File: config.mk
export PLATFORM = sky130hd
export DESIGN_NAME = secuenciador_entrada
export DESIGN_NICKNAME = d
export VERILOG_FILES = /design/src/rtl/secuenciador_entrada.sv
export SDC_FILE = /design/constraint.sdc
export NUM_CORES = 1
export LEC_CHECK = 0
export ABC_AREA = 0
export BUFFER_PORTS_ARGS = -buffer_cell sky130_fd_sc_hd__buf_2
export CORE_MARGIN = 3
export CORE_UTILIZATION = 40
export DETAILED_ROUTE_END_ITERATION = 7
export HOLD_SLACK_MARGIN = 0.03
export MAX_ROUTING_LAYER = met4
export PLACE_DENSITY = 0.63
export SLEW_MARGIN = 40
export SYNTH_ARGS = -nofsm -noshare
export SYNTH_HDL_FRONTEND = slang
export SYNTH_SLANG_ARGS = --single-unit
File: constraint.sdc
create_clock -name clk -period 2.7 [get_ports clk]
set_input_delay 0.54 -clock clk [delete_from_list [all_inputs] [get_ports clk]]
set_output_delay 0.54 -clock clk [all_outputs]
set_load 0.01 [all_outputs]
File: src/rtl/secuenciador_entrada.sv
// Operand-entry sequencer: synchronizes and debounces two active-low keys and
// steps A -> B -> operation -> store, issuing one-cycle active-low load strobes.
module secuenciador_entrada #(
  parameter int unsigned DEB_CYCLES = 500000
) (
  input  logic       clk,
  input  logic       rst,
  input  logic       keyNext,
  input  logic       keyBack,
  output logic       enA,
  output logic       enB,
  output logic       enO,
  output logic       enS,
  output logic [3:0] stateLEDs
);

  localparam int unsigned CntW = $clog2(DEB_CYCLES + 1);
  // Compared before the increment, so a match here is the DEB_CYCLES-th differing edge.
  localparam logic [CntW-1:0] CntLast = CntW'(DEB_CYCLES - 1);

  localparam int unsigned KeyNextIdx = 0;
  localparam int unsigned KeyBackIdx = 1;

  typedef enum logic [1:0] {StA, StB, StO, StS} state_e;

  logic [1:0]      key_raw;
  logic [1:0]      sync1_q;
  logic [1:0]      sync2_q;
  logic [1:0]      deb_q;
  logic [1:0]      press_q;
  logic [CntW-1:0] cnt_q [2];
  state_e          state_q;

  assign key_raw = {keyBack, keyNext};

  always_ff @(posedge clk) begin
    if (!rst) begin
      sync1_q <= 2'b11;
      sync2_q <= 2'b11;
      deb_q   <= 2'b11;
      press_q <= 2'b00;
      for (int i = 0; i < 2; i++) begin
        cnt_q[i] <= '0;
      end
    end else begin
      sync1_q <= key_raw;
      sync2_q <= sync1_q;
      for (int i = 0; i < 2; i++) begin
        press_q[i] <= 1'b0;
        if (sync2_q[i] == deb_q[i]) begin
          cnt_q[i] <= '0;
        end else if (cnt_q[i] == CntLast) begin
          deb_q[i]   <= sync2_q[i];
          cnt_q[i]   <= '0;
          // Only the debounced fall (press) is an event; releases are silent.
          press_q[i] <= ~sync2_q[i];
        end else begin
          cnt_q[i] <= cnt_q[i] + 1'b1;
        end
      end
    end
  end

  always_ff @(posedge clk) begin
    if (!rst) begin
      state_q   <= StA;
      enA       <= 1'b1;
      enB       <= 1'b1;
      enO       <= 1'b1;
      enS       <= 1'b1;
      stateLEDs <= 4'b0001;
    end else begin
      enA <= 1'b1;
      enB <= 1'b1;
      enO <= 1'b1;
      enS <= 1'b1;
      // Back has priority over a simultaneous next and never strobes.
      if (press_q[KeyBackIdx]) begin
        state_q   <= StA;
        stateLEDs <= 4'b0001;
      end else if (press_q[KeyNextIdx]) begin
        unique case (state_q)
          StA: begin
            state_q   <= StB;
            enA       <= 1'b0;
            stateLEDs <= 4'b0010;
          end
          StB: begin
            state_q   <= StO;
            enB       <= 1'b0;
            stateLEDs <= 4'b0100;
          end
          StO: begin
            state_q   <= StS;
            enO       <= 1'b0;
            stateLEDs <= 4'b1000;
          end
          StS: begin
            state_q   <= StA;
            enS       <= 1'b0;
            stateLEDs <= 4'b0001;
          end
          default: begin
            state_q   <= StA;
            stateLEDs <= 4'b0001;
          end
        endcase
      end
    end
  end

endmodule
==> qor.yml <==
run_status:
  outcome: "completed"
setup_path:
  startpoint: "cnt_q[1][10]"
  path_class: "flop to flop"
  cp-end-kind: "flop"
  worst_setup_path_start_kind: "flop"
  r2r-start: "cnt_q[1][10]"
  worst-r2r-setup-slack_ps: 330
  cp.arrival_ps: 2420
  crit_path_max_fanout: 17
  crit_required_ps: 2750
  cpLargestDelayFamily: "simple AND/OR/NAND/NOR gates"
  cp_cell_sequence: "or4b_2 > or4_4 > o21bai_4 > nor2_1"
  cpPeakStageDelay_ps: 690
  crit_buf_inv: 0
  crit_path_top_delay_cell: "or4b_2"
die:
  die_w_um: 89.9
  rows: 29
  die_area_um2: 8080
  start_util_pct: 42.8
  fp.dieH_um: 89.9
  core_region_area_um2: 6570
  ios: 12
grt:
  grt_usage_pct: 13.1
  overflow: 0
  first_global_vias: 1951
  grt_first_pass_wirelength_um: 8700
  grt_max_degree: 20
  antenna_found_initial: 0
routing:
  wl_um: 4800
  vias: 1998
  final_antenna_net_count: 0
  drt_iter0_drc: 69
  avgRoutedWirePerCell_um: 11.6
  dr.pass1.iters: 5
  via_per_inst: 4.85
  drc_errors: 0
cts:
  clkLatencyLatePin_ps: 310
  cts.repair.resized: 0
  root_buffer: "clkbuf_8"
  postCtsSetupBuffers: 0
  cts_tree: "done"
  clkTransAtPathRegs_ps: 110
  htree_levels: 2
  ctsLongestPathBuffers: 2
  numClockSinks: 56
  cts_inserted_buffers: 5
  postCtsHoldBufs: 0
sta:
  fin_crit_ps: 2370
  worst_pin_slew_ps: 682
  fmax_mhz: 423
  setup_viol: 0
  slew_headroom_pct: 54.1
  drv_slew: 0
  fin_setup_tns_ps: 0
  rsz0062_at_grt: "false"
  period_share_pct: 87.6
  hold_violations: 0
  worst_clock_skew_ps: 13.4
yosys:
  ys_types: 37
  synth_xor_area_share_pct: 8.09
  synth_compound_area_share_pct: 6.40
  synth_top_family_by_area: "simple AND/OR/NAND/NOR gates"
  synth-simple-area-share_pct: 24.0
  synthAdderAreaFrac_pct: 4.00
  ys_warn_count: 0
  synth_edf_count: 38
  synth_async_sr_flop_share_pct: 0
  ys_seq_area_share_pct: 53.4
  ys_ff_latch: 56
  syn_inst: 265
  synth_ff_type: "edfxtp_1"
  synthMuxAreaShare_pct: 1.78
  syn_area_um2: 2810
  syn_area_per_cell_um2: 10.6
cells_and_area:
  num-nets-final: 331
  nFillCells: 612
  drive_gt1_share_pct: 8.78
  diodes: 0
  synthToLayoutAreaGrowth_pct: 13.9
  instances_no_fill: 412
pwr:
  switching_share_pct: 23.9
  pwr-share-clk_pct: 32.0
  power_leakage_nw: 1.10
  combPwrFrac_pct: 4.2
  power.share.sequential_pct: 63.8
  p_sw_uw: 364
  power_density_nw_per_um2: 475
  internal-power_mw: 1.16
  ir_worst_vdd_uv: 200
placed_design:
  gp_congestion: 0.808
  place_inst: 404
  hpwl_um: 3480
  io_buffers: 11
worst_hold_path:
  hold_path_class: "primary input to flop"
  min-delay-start: "keyNext"
job:
  cap_violations: 0
## placed cells by master (no fill, tap or decap), types with 11 or more instances in the layout
master,instances
xor2_1,11
nand3_1,18
nor2_1,36
buf_2,11
conb_1,38
dfxtp_1,18
xnor2_1,15
a21oi_1,11
edfxtp_1,38
nand2_1,20
## final timing paths
path	end	cells after the start
min	sync1_q[0]	2
max	cnt_q[1][9]	4
max reg2reg	cnt_q[1][9]	4
min reg2reg	sync2_q[0]	1
## through the flow
| step | cell area (um^2) | setup WS (ps) | hold WS (ps) | utilization, % | power (mW) |
|---|---|---|---|---|---|
| 6_report | 3200 | 334 | 408 | 48.8 | 1.52 |
| 5_1_grt | 3200 | 218 | 394 | 48.8 | 1.59 |
| 4_1_cts | 3200 | 322 | 400 | 48.8 | 1.54 |
| 3_5_place_dp | 3110 | 341 | 402 | 47.3 | 1.05 |
| 3_3_place_gp | 3110 | 374 | 394 | 47.3 | 1.05 |
| 2_1_floorplan | 2950 | 469 | 386 | - | 1.04 |
## power by group through the flow
stage	registers (mW)	clock network (mW)	logic (mW)
floorplan	0.982	0	0.0527
CTS	0.972	0.511	0.0622
finish	0.972	0.488	0.0632
detailed placement	0.991	0	0.0615
global route	0.977	0.540	0.0742
global placement	0.990	0	0.0609
## kinds of logic (layout without fill, tap and decap cells)
group | count (synthesis) | in the layout
AOI/OAI and AO/OA | 27 | 27
other | 1 | 38
DFF | 56 | 56
buffers and inverters | 13 | 30
xor gates and xnor gates | 26 | 26
muxes | 5 | 5
and+or+nand+nor | 128 | 128
adders and majority gates | 9 | 9
## cell usage after synthesis, types with 6 or more instances
cell,instances,share of area [%]
dfxtp_1,18,13
nand2b_1,6,1.3
o21ai_0,9,1.6
nor2_1,36,4.8
ha_1,9,4.0
or4_1,6,1.6
xnor2_1,15,4.7
nor4_1,9,2.0
edfxtp_1,38,41
xor2_1,11,3.4
or3_1,6,1.3
nand3_1,18,3.2
nand4_1,8,1.8
nand2_1,20,2.7
a21oi_1,11,2.0
inv_1,9,1.2
## sequential cells by signal (all words and copies together), names as in the netlist
name	flops
enA	1
cnt_q	38
enB	1
stateLEDs	4
deb_q	2
sync1_q	2
enS	1
sync2_q	2
state_q	2
enO	1
press_q	2
## cell type report
class | count | area (um^2) | share of cell area [%]
multi-input combinational | 233 | 1390 | 43.3
clock inverter | 3 | 26.3 | 0.820
inverter | 9 | 33.8 | 1.05
clock buffer | 5 | 68.8 | 2.15
tap | 93 | 116 | 3.63
sequential | 56 | 1500 | 46.9
timing repair buffer | 13 | 70.1 | 2.19
## metal layers
layer	wire length [um]	GRT usage, %	share of wire, %
met5	0	-	0
met4	51	3.95	1.1
met3	134	2.84	2.8
met2	2270	20.7	47
met1	2340	17.1	49
No activity file was read; power rests on OpenSTA's default activity.
